<file path="config.mk">
export PLATFORM = sky130hd
export DESIGN_NAME = seq_restoring_divider
export DESIGN_NICKNAME = d
export VERILOG_FILES = /design/src/rtl/seq_restoring_divider.sv
export SDC_FILE = /design/constraint.sdc
export NUM_CORES = 1
export LEC_CHECK = 0
export BUFFER_PORTS_ARGS = -buffer_cell sky130_fd_sc_hd__buf_2
export CAP_MARGIN = 20
export CORE_MARGIN = 5
export CORE_UTILIZATION = 47
export CTS_CLUSTER_SIZE = 10
export DETAILED_ROUTE_END_ITERATION = 7
export HOLD_SLACK_MARGIN = 0.02
export PLACE_DENSITY = 0.69
export SYNTH_ARGS = -nofsm -noshare
export SYNTH_HDL_FRONTEND = slang
export SYNTH_SLANG_ARGS = --single-unit
</file>
<file path="constraint.sdc">
create_clock -name clk -period 3.3 [get_ports clk]
set_input_delay 0.33 -clock clk [delete_from_list [all_inputs] [get_ports clk]]
set_output_delay 0.33 -clock clk [all_outputs]
set_load 0.02 [all_outputs]
</file>
<file path="src/rtl/seq_restoring_divider.sv">
// Multi-cycle unsigned restoring divider: one quotient bit per clock using a
// single shared WIDTH+1-bit subtractor. Results are held until the next accepted start.
module seq_restoring_divider #(
  parameter int WIDTH = 4
) (
  input  logic             clk,
  input  logic             rst,
  input  logic             start,
  input  logic [WIDTH-1:0] dividend,
  input  logic [WIDTH-1:0] divisor,
  output logic             busy,
  output logic             done,
  output logic [WIDTH-1:0] quotient,
  output logic [WIDTH-1:0] remainder,
  output logic             div_by_zero
);

  localparam int CW = $clog2(WIDTH + 1);

  typedef enum logic [1:0] {
    IDLE = 2'd0,
    CALC = 2'd1,
    DONE = 2'd2
  } state_e;

  state_e           state;
  logic [WIDTH:0]   p;
  logic [WIDTH-1:0] qs;
  logic [WIDTH-1:0] dreg;
  logic [CW-1:0]    count;

  logic [WIDTH:0]   pt;
  logic [WIDTH+1:0] diff;
  logic             carry;
  logic [WIDTH:0]   p_next;
  logic [WIDTH-1:0] qs_next;

  // Trial subtraction as A + ~B + 1; the carry-out means no borrow, i.e. Pt >= D.
  always_comb begin
    pt      = {p[WIDTH-1:0], qs[WIDTH-1]};
    diff    = {1'b0, pt} + {1'b0, ~{1'b0, dreg}} + {{(WIDTH+1){1'b0}}, 1'b1};
    carry   = diff[WIDTH+1];
    p_next  = carry ? diff[WIDTH:0] : pt;
    qs_next = {qs[WIDTH-2:0], carry};
  end

  always_ff @(posedge clk) begin
    if (rst) begin
      state       <= IDLE;
      busy        <= 1'b0;
      done        <= 1'b0;
      quotient    <= '0;
      remainder   <= '0;
      div_by_zero <= 1'b0;
      p           <= '0;
      qs          <= '0;
      dreg        <= '0;
      count       <= '0;
    end else begin
      case (state)
        IDLE, DONE: begin
          if (start) begin
            qs          <= dividend;
            dreg        <= divisor;
            p           <= '0;
            count       <= '0;
            div_by_zero <= 1'b0;
            if (divisor == '0) begin
              // Division by zero skips CALC and reports immediately.
              state       <= DONE;
              busy        <= 1'b0;
              done        <= 1'b1;
              quotient    <= '1;
              remainder   <= dividend;
              div_by_zero <= 1'b1;
            end else begin
              state <= CALC;
              busy  <= 1'b1;
              done  <= 1'b0;
            end
          end else begin
            state <= IDLE;
            busy  <= 1'b0;
            done  <= 1'b0;
          end
        end

        CALC: begin
          p     <= p_next;
          qs    <= qs_next;
          count <= count + 1'b1;
          if (count == CW'(WIDTH - 1)) begin
            state     <= DONE;
            busy      <= 1'b0;
            done      <= 1'b1;
            quotient  <= qs_next;
            remainder <= p_next[WIDTH-1:0];
          end
        end

        default: begin
          state <= IDLE;
          busy  <= 1'b0;
          done  <= 1'b0;
        end
      endcase
    end
  end

endmodule

</file>
==> summary by stage, run 1 <==
Outcome
The run finished with clean final reports.

Layout
The area growth from synthesis to layout is 10.60%. The fraction of final layout cells sized beyond drive strength 1 is 0.2229. The number of fill cells in the layout is 252. The diode insertion count for antenna repair is 0. The utilization after layout is 0.5541. In the layout the commonest cells are nand2_1, dfxtp_1, buf_2. The net total in the final layout is 185.

Logic synthesis
The part of the Yosys area used for sequential elements is 0.4239. The net count after synthesis is 166. The number of enable-type register cells in the synthesized netlist is 0. Synthesis produced a netlist whose cell count is 148. The Yosys step of the flow raised 0 warnings. The number of distinct standard cells referenced by the synthesized netlist is 34. The cell area after synthesis is 1275 um2. After synthesis the netlist holds a flip-flop and latch count of 27. The share of synthesized flip-flops with an asynchronous set or reset is 0. The dominant synthesized flop cell is dfxtp_1. Each instance of the synthesized netlist takes up on average 8.615 um2.

Placed design
The weighted congestion at the end of routability-driven global placement is 0.7739. The HPWL after detailed placement is 1979 um. The number of port buffers is 21. The pre-CTS worst setup slack is 1.386 ns.

Clocking
Clock-pin slew was measured on the worst setup and hold paths at 0.16 ns. The cell at the root of the clock tree is clkbuf_4. The number of hold buffers added after CTS was 0.

The clock reaches the later pin of the worst-skew pair after 0.35 ns. Post-CTS repair changed the size of 0 cells. The post-CTS setup buffer count is 0. TritonCTS built the clock tree. The number of levels in the clock H-tree is 1. The number of buffers created by CTS is 3. The maximum count of clock buffers along a single path is 2.

The clock sink count is 27.

Floorplanning
The I/O pin count is 22. The effective utilization at floorplan is 0.5010. The full die area is 3855 um2. The die extent in x is 62.09 um.

The core region is 2545 um2. The die height is 62.09 um. In this run the core area contains 18 standard-cell rows.

Flow run
Max-cap violations in this run came to 0.

Setup path
At the worst endpoint, the required time is 3.51 ns. The top fanout value on the critical path is 4. The type of destination of the critical path is a flip-flop. The data arrival at the endpoint of the critical path is 2.04 ns.

STA classifies the critical path startpoint as a flip-flop. The worst setup path is of the flip-flop to flip-flop kind.

STA
In this run the tightest slew margin relative to its limit is 0.4482. For the pin with the worst max-slew slack, the measured transition is 0.8260 ns. The worst setup slack after layout is 1.469 ns.

The number of slew-limit violations in the final report is 0. The routed design could run at a clock period as short as 1.831 ns. The clock tree skew after final layout is 0.01796 ns. The portion of the clock cycle consumed by the worst path in the final layout is 0.5548. Based on the critical path, the design can be clocked at up to 0.5462 GHz.

Setup repair after global routing left no endpoint under its margin. The number of hold violations in the final report is 0. Setup violations remaining at the end of the flow were counted as 0.

The sum of negative setup slack is 0 ns.

Power and ir drop
Power spread over the standard cell area amounts to 457.9 nW/um2. VDD sags by at most 0.3640 mV. The leakage power of the design is 0.5718 nW.

Drt
The initial detailed-routing violation count is 26. The wire length reported by the detailed router is 2622 um. The vias per cell is 5.372. After detailed routing, the number of remaining DRC violations is 0. The routed length per instance is 13.38 um.

The via count is 1053. The detail route stage leaves a number of antenna-violating nets equal to 0. The number of optimization iterations in the first detailed-route pass is 4.

Global routing
The global routing usage summed across all routing layers is 0.1532. The via count of the first global-routing pass was 1024. The pin count of the biggest net entering global routing is 28. The aggregate global routing overflow is 0. The initial antenna violation count is 0. The global-route wire length before repair is 4353 um.

Hold path
The worst min-delay path class is primary input to flip-flop.
-- cell usage after synthesis, types with 2 or more instances --
cell type	count	area, um2
dfxtp_1	27	540.5
nand2_1	27	101.4
nor2_1	19	71.32
a21oi_1	16	80.08
ha_1	6	75.07
inv_1	6	22.52
a311oi_1	4	35.03
clkbuf_1	4	15.01
nand2b_1	4	25.02
a22oi_1	3	22.52
nor3_1	3	15.01
o21ai_1	3	15.01
a311oi_2	2	30.03
nor2_2	2	12.51
nor2b_1	2	12.51
o211ai_2	2	25.02
-- sequential cells by signal, indices dropped and copies added (netlist names), 3 cells and up --
signal	count
remainder	4
quotient	4
qs	4
count	3
p	4
dreg	4
-- cell families (layout without fill, tap and decap cells) --
kind of cell,after synthesis,in the layout,synth area share
AOI/OAI and AO/OA,36,36,0.2031
adders and majority gates,7,7,0.07458
buffers and inverters,13,31,0.04808
DFF,27,27,0.4239
and+or+nand+nor,64,64,0.2434
xor gates and xnor gates,1,1,0.006871
-- path summary, 6_finish.rpt --
| path | startpoint | end | cells after the start | slack (ns) |
|---|---|---|---|---|
| min | divisor[0] | dreg[0]$_SDFFE_PP0P_ | 3 | 0.23 |
| min reg2reg | dreg[2]$_SDFFE_PP0P_ | dreg[2]$_SDFFE_PP0P_ | 2 | 0.47 |
| max reg2reg | dreg[1]$_SDFFE_PP0P_ | remainder[1]$_SDFFE_PP0P_ | 7 | 1.47 |
| max | dreg[1]$_SDFFE_PP0P_ | remainder[1]$_SDFFE_PP0P_ | 7 | 1.47 |
-- stage by stage --
stage / area [um2] / cells / hold WS, ns / total power, mW
floorplan: 1275 / 148 / 0.4363 / 0.4623
global placement: 1379 / 192 / 0.4437 / 0.4904
detailed placement: 1379 / 192 / 0.4522 / 0.4954
CTS: 1410 / 196 / 0.2268 / 0.6507
global route: 1410 / 196 / 0.2310 / 0.6829
finish: 1410 / 196 / 0.2285 / 0.6457
-- report_power, final --
part | leakage [nW] | internal [mW] | switching [mW]
Combinational | 0.333 | 0.0488 | 0.0841
Clock | 0.0183 | 0.0496 | 0.107
Sequential | 0.220 | 0.343 | 0.0124
Total | 0.572 | 0.442 | 0.204
-- area by class of cell --
cell class	count	area (um2)	share of cell area
Multi-Input combinational cell	108	673.1	0.4774
Clock buffer	3	22.52	0.01597
Tap cell	30	37.54	0.02662
Timing Repair Buffer	21	105.1	0.07453
Clock inverter	1	8.758	0.006211
Sequential cell	27	540.5	0.3833
Inverter	6	22.52	0.01597
-- critical path: stages (launching register included) --
cell and delay (ns):
dfxtp_1 0.37, inv_1 0.07, ha_1 0.27, nor2b_1 0.16, o31ai_1 0.25, nand2_1 0.19
a31oi_1 0.27, a311oi_1 0.12
-- metal layers --
metal / vias to the layer above / GRT usage / share of wire
li1: 548 / - / -
met2: 12 / 0.2722 / 0.52
met1: 491 / 0.1759 / 0.44
met5: - / 0 / 0
met3: 2 / 0.04752 / 0.037
met4: 0 / 0.04242 / 0.0065
Power figures use the tool's default switching activity.
==> run 2, diff against run 1 <==
--- a/config.mk
+++ b/config.mk
@@ -12,7 +12,7 @@
 export CTS_CLUSTER_SIZE = 10
 export DETAILED_ROUTE_END_ITERATION = 7
 export HOLD_SLACK_MARGIN = 0.02
-export PLACE_DENSITY = 0.69
+export PLACE_DENSITY = 0.71
 export SYNTH_ARGS = -nofsm -noshare
 export SYNTH_HDL_FRONTEND = slang
 export SYNTH_SLANG_ARGS = --single-unit
==> constraint.sdc (replaced) <==
create_clock -name clk -period 1.5 [get_ports clk]
set_input_delay 0.15 -clock clk [delete_from_list [all_inputs] [get_ports clk]]
set_output_delay 0.15 -clock clk [all_outputs]
set_load 0.02 [all_outputs]
==> summary by stage, run 2 (synthesized netlist as in run 1, its figures left out) <==
STA
The number of hold violations in the final report was 0. Setup repair after global routing could not meet its margin everywhere. Timing would allow up to 0.6040 GHz. Of the available clock period, the critical path in the final layout requires 1.104. The number of slew-limit violations in the final report came to 0. The final count of negative-setup-slack endpoints is 7.

The slew at the pin closest to its max-slew limit is 0.5540 ns. The clock period minus final worst setup slack is 1.656 ns. Across all hold checks on the routed design, the worst slack comes to 0.06945 ns. For the final database, setup skew stands at 0.01046 ns. The worst max-slew margin expressed relative to the limit is 0.6307. After layout, the worst setup slack is -0.1555 ns.

Clocking
TritonCTS built the clock tree. At the later pin of the worst-skew pair, clock insertion delay measures 0.34 ns. After clock tree synthesis, the clock-pin slew on the worst setup and hold paths is 0.16 ns. The cell at the root of the clock tree is clkbuf_4. The clock net in this run drives a total of 27 sinks.

The post-cts hold buffer count is 0. The number of levels in the clock H-tree is 1. No sink is reached through more buffers than the 2 on the longest clock path.

Clock tree synthesis inserted a total of 3 buffers.

Layout
The library cells used most frequently in the layout, excluding fill and tap cells, are nand2_1, buf_2, dfxtp_1. The design area is 1617 um2. The repair_antennas step left the layout with diodes totalling 0. The fraction of final layout cells sized beyond drive strength 1 is 0.4078. After the last flow step, the layout net total stands at 198. Leaving out filler cells and counting taps, the final layout contains 209. The area growth from synthesis to layout is 26.79%.

The library cell used most frequently in the layout, excluding fill and tap cells, is nand2_1.

Floorplanning
For this configuration, the core starts out at a cell density of 0.5010. The total area inside the core boundary comes to 2545 um2. Measured along the x axis, the die boundary spans 62.09 um. The floorplan step defined a die boundary enclosing 3855 um2. The row count is 18. The I/O pin count is 22. The die height is 62.09 um.

Global routing
The aggregate global routing overflow is 0. Across every metal layer, demand over resource in global routing totals 0.1754. The initial antenna violation count is 0. The first global-routing pass estimated 4968 um of wire. Entering global routing, the biggest net connects 28 pins. The via count of the first global-routing pass came to 1146.

Drt
After detailed routing, the number of vias per cell comes to 5.411. The number of nets still failing antenna checks after routing is 0. For this block, the initial DRC count from the detailed router was 44.

The routed length per instance is 14.10 um. The number of DRC violations after detailed routing is 0. The wire length reported by the detailed router is 2946 um.

The number of optimization iterations in the first detailed-route pass is 4. The via count is 1131.

Setup path
STA puts the critical path data arrival time at 1.88 ns. The master of the slowest instance on the critical path is or4b_4. Traced cell by cell, the critical path runs through ha_4 > nor2b_4 > o21ai_1 > or4b_4 > o2111ai_4 > a311oi_2. Along the worst path, the maximum fanout reaches 3. Data on the critical path is required at its endpoint by 1.73 ns. The type of destination of the critical path is a flip-flop. The critical path start-end classification is flip-flop to flip-flop. For the worst flop-to-flop path, the logic depth is 6. The startpoint type of the worst setup path is a flip-flop. The biggest cell delay along the critical path is 0.49 ns.

Power and ir drop
Total power for the finished layout comes to 1.519 mW. IR analysis of the VDD net gives a maximum drop of 0.6970 mV. For this design the ratio of total power to cell area is 939.9 nW/um2. Summed over all cells, the static leakage comes to 0.6540 nW.

Outcome
The checks that failed: negative setup slack. The run finished, with violations left.

Hold path
Counting instances, the worst hold path has a depth of 3. The worst min-delay path class is primary input to flip-flop.

Placed design
Routability-driven placement finished with a final weighted congestion of 0.7583. The number of port buffers is 21. The pre-CTS worst setup slack is -0.1103 ns.

After legalization and detailed placement, the total HPWL measured 2135 um. In this run, placement finished with an instance count of 202. The placement-stage cell area is 1495 um2.

Flow run
The number of maximum-capacitance constraint violations is 0.
==> run 2: cell count changes in the layout (fill, tap and decap cells not counted), sizes merged <==
cell  delta
buf     +13
==> run 2: where the power goes <==
part / total [mW] / internal, mW / switching [mW]
Sequential: 0.786 / 0.758 / 0.0279
Clock: 0.335 / 0.104 / 0.230
Combinational: 0.399 / 0.171 / 0.228
==> run 2: timing repair <==
action | 4_1_cts | 5_1_grt
setup endpoints to repair | 10 | 10
gates resized for setup | 5 | 10
pin swaps | 1 | 3
setup buffers | 1 | 2
==> run 2: path summary, 6_finish.rpt <==
kind,start,to,slack [ns]
worst max register to register,p[0]$_SDFFE_PP0P_,remainder[3]$_SDFFE_PP0P_,-0.16
worst max-delay path,p[0]$_SDFFE_PP0P_,remainder[3]$_SDFFE_PP0P_,-0.16
worst min register to register,dreg[2]$_SDFFE_PP0P_,dreg[2]$_SDFFE_PP0P_,0.47
worst min-delay path,divisor[2],dreg[2]$_SDFFE_PP0P_,0.07
==> run 2: per-layer routing <==
layer  GRT usage  routed length, um
met1      0.2166               1357
met3     0.03099                 72
met5           0                  0
met4     0.07273                 50
met2      0.2988               1466
==> run 2: area by class of cell <==
cell class / count / area (um2)
sequential: 27 / 551.8
multi-input combinational: 108 / 773.2
clock inverter: 1 / 6.256
inverter: 6 / 22.52
fill: 231 / 928.4
clock buffer: 3 / 22.52
timing repair buffer: 34 / 202.7
tap: 30 / 37.54
==> run 2: critical path: cells and delay by family, from the launching register on <==
kind | cells | cell delay [ns]
and+or+nand+nor | 2 | 0.62
AOI/OAI and AO/OA | 3 | 0.33
adders and majority gates | 1 | 0.22
DFF | 1 | 0.38
==> run 2: through the flow <==
stage | setup TNS, ns | utilization
final | -0.5631 | 0.6352
after global routing | -1.276 | 0.6352
after CTS | -0.4312 | 0.6091
after detailed placement | -0.6669 | 0.5875
after global placement | -0.2950 | 0.5875
after floorplan | -0.06625 | -
==> run 3, diff against run 2 <==
--- a/config.mk
+++ b/config.mk
@@ -8,11 +8,12 @@
 export BUFFER_PORTS_ARGS = -buffer_cell sky130_fd_sc_hd__buf_2
 export CAP_MARGIN = 20
 export CORE_MARGIN = 5
-export CORE_UTILIZATION = 47
+export CORE_UTILIZATION = 42
 export CTS_CLUSTER_SIZE = 10
 export DETAILED_ROUTE_END_ITERATION = 7
 export HOLD_SLACK_MARGIN = 0.02
-export PLACE_DENSITY = 0.71
+export MAX_ROUTING_LAYER = met4
+export PLACE_DENSITY = 0.65
 export SYNTH_ARGS = -nofsm -noshare
 export SYNTH_HDL_FRONTEND = slang
 export SYNTH_SLANG_ARGS = --single-unit
==> summary by stage, run 3 (synthesized netlist as in run 1, its figures left out) <==
Outcome
The run finished, with violations left. The checks that failed: negative setup slack.

Drt
The via count is 1113. The vias per cell is 5.201. The first detailed-routing pass took 4 iterations.

After the first detailed-routing iteration, the DRC count stood at 32. The routed length per instance is 13.83 um. Once detail routing completed, the nets flagged for antenna violations numbered 0. The number of DRC violations after detailed routing is 0. The wire length reported by the detailed router is 2960 um.

Clocking
In this run the clock root is driven by a clkbuf_4. The clock net in this run drives a total of 27 sinks. Buffers inserted during clock tree synthesis total 3. The TritonCTS clock tree is done.

The clock slew at the register clock pins of the worst setup and hold paths is 0.15 ns. The number of levels in the clock H-tree is 1. The clock latency of the later-clocked register in the worst-skew pair is 0.32 ns.

The clock passes through at most 2 buffers. The post-cts hold buffer count is 0.

STA
The number of slew-limit violations in the final report is 0. The slew at the pin closest to its max-slew limit is 0.5008 ns. Setup repair after global routing could not meet its margin everywhere. The clock tree skew after final layout is 0.005625 ns. The number of hold violations in the final report came to 0.

The clock period minus final worst setup slack is 1.673 ns. Summed over all failing endpoints, the final setup total negative slack is -1.232 ns. Final hold analysis gives a worst-case slack of 0.06506 ns. In the finished design, the share of the clock period the worst path needs comes to 1.115.

The worst max-slew margin expressed relative to the limit is 0.6661. The worst setup slack after layout is -0.1730 ns. The upper clock frequency limit is 0.5977 GHz.

The final count of negative-setup-slack endpoints is 10.

Floorplanning
The floorplan step defined a core boundary enclosing 2978 um2. 22 I/O pins were placed. The row count is 20. The full die area is 4237 um2. In this run the horizontal extent of the chip is 65.10 um. The initial utilization of the core area, before any placement, comes to 0.4282. The die height is 65.10 um.

Power and ir drop
For this design the ratio of total power to cell area is 957.6 nW/um2. The post-route total power is 1.591 mW. The worst-case IR drop observed on VDD is 0.6094 mV. The leakage power of the design is 0.6725 nW.

Global routing
The aggregate global routing overflow is 0. The global-route wire length before repair is 4885 um. Entering global routing, the biggest net connects 28 pins. The initial antenna violation count is 0. The global routing usage summed across all routing layers is 0.1507. The via count of the first global-routing pass is 1115.

Hold path
The worst min-delay path class is primary input to flip-flop.

Flow run
Across the run, the number of max-cap violations was 0.

Layout
The net total in the final layout is 200. The number of fill cells in the layout is 289. In the layout the commonest cells are nand2_1, dfxtp_1, buf_2.

The multi-input combinational cells in the finished layout cover a total of 798.3 um2. In the final layout, flip-flops and latches occupy 550.5 um2. The fraction of final layout cells sized beyond drive strength 1 is 0.4254.

The relative area change from synthesis to final layout is 30.32%. The final cell count without fillers is 214. Measured on the finished design, the core utilization comes to 0.5580. The most frequent standard cell in the layout excluding fill and tap cells is nand2_1. The design area is 1662 um2. The repair_antennas step left the layout with diodes totalling 0.

Setup path
STA puts the critical path data required time at 1.74 ns. The data arrival at the endpoint of the critical path is 1.92 ns. The top fanout value on the critical path is 3.

The setup path with the least slack is of type flip-flop to flip-flop. STA classifies the critical path endpoint as a flip-flop. The startpoint type of the worst setup path is a flip-flop.

Placed design
The weighted congestion at the end of routability-driven global placement is 0.8659. The number of port buffers is 21. The number of placed instances, taps included, is 207. The detailed placer's ending HPWL is 2203 um.

After detailed placement, the total cell area comes to 1514 um2. OpenSTA, run right after detailed placement, puts the worst setup slack at -0.1607 ns.
-- run 3: cell types whose count changed in the layout (fill, tap and decap cells not counted), moves of 2 or more --
| cell | delta |
|---|---|
| inv_2 | +2 |
| o21ai_1 | -3 |
| o21ai_2 | +3 |
| inv_1 | -2 |
-- run 3: worst max-delay path, stage by stage, from the launching register on --
cell and delay [ns]:
dfxtp_2 0.37, inv_2 0.05, ha_4 0.20, nor2b_4 0.14, o31ai_4 0.26, buf_4 0.17
o2111ai_4 0.13, a311oi_1 0.27
-- run 3: worst paths after layout --
kind | startpoint | endpoint | slack (ns) | cells past startpoint
setup / recovery | dreg[1]$_SDFFE_PP0P_ | remainder[3]$_SDFFE_PP0P_ | -0.17 | 7
hold / removal | divisor[2] | dreg[2]$_SDFFE_PP0P_ | 0.07 | 3
hold reg to reg | dreg[3]$_SDFFE_PP0P_ | dreg[3]$_SDFFE_PP0P_ | 0.46 | 2
setup reg to reg | dreg[1]$_SDFFE_PP0P_ | remainder[3]$_SDFFE_PP0P_ | -0.17 | 7
-- run 3: layout make-up --
cell class,count,share of cell area
clock buffers,3,0.01355
repair buffers,36,0.1333
flip-flops and latches,27,0.3313
multi-input cells,108,0.4804
inverters,6,0.01355
well taps,33,0.02485
clock inverters,1,0.003012
-- run 3: metal layers --
| layer | vias to the layer above | global-route usage | part of all wire |
|---|---|---|---|
| li1 | 576 | - | - |
| met1 | 528 | 0.1660 | 0.43 |
| met2 | 7 | 0.2810 | 0.55 |
| met3 | 2 | 0.02564 | 0.018 |
| met4 | 0 | 0.03886 | 0.0051 |
| met5 | - | - | 0 |
-- run 3: what timing repair did --
action | in CTS | in global routing
buffers inserted | 2 | 1
cloned | 0 | 0
endpoints found under the setup margin | 10 | 10
resized for setup | 11 | 10
pin swaps | 8 | 6
-- run 3: report_power, final --
part	switching, mW	internal, mW	total, mW
clock	0.216	0.100	0.316
sequential	0.0268	0.757	0.784
combinational	0.265	0.226	0.491
total	0.508	1.08	1.59
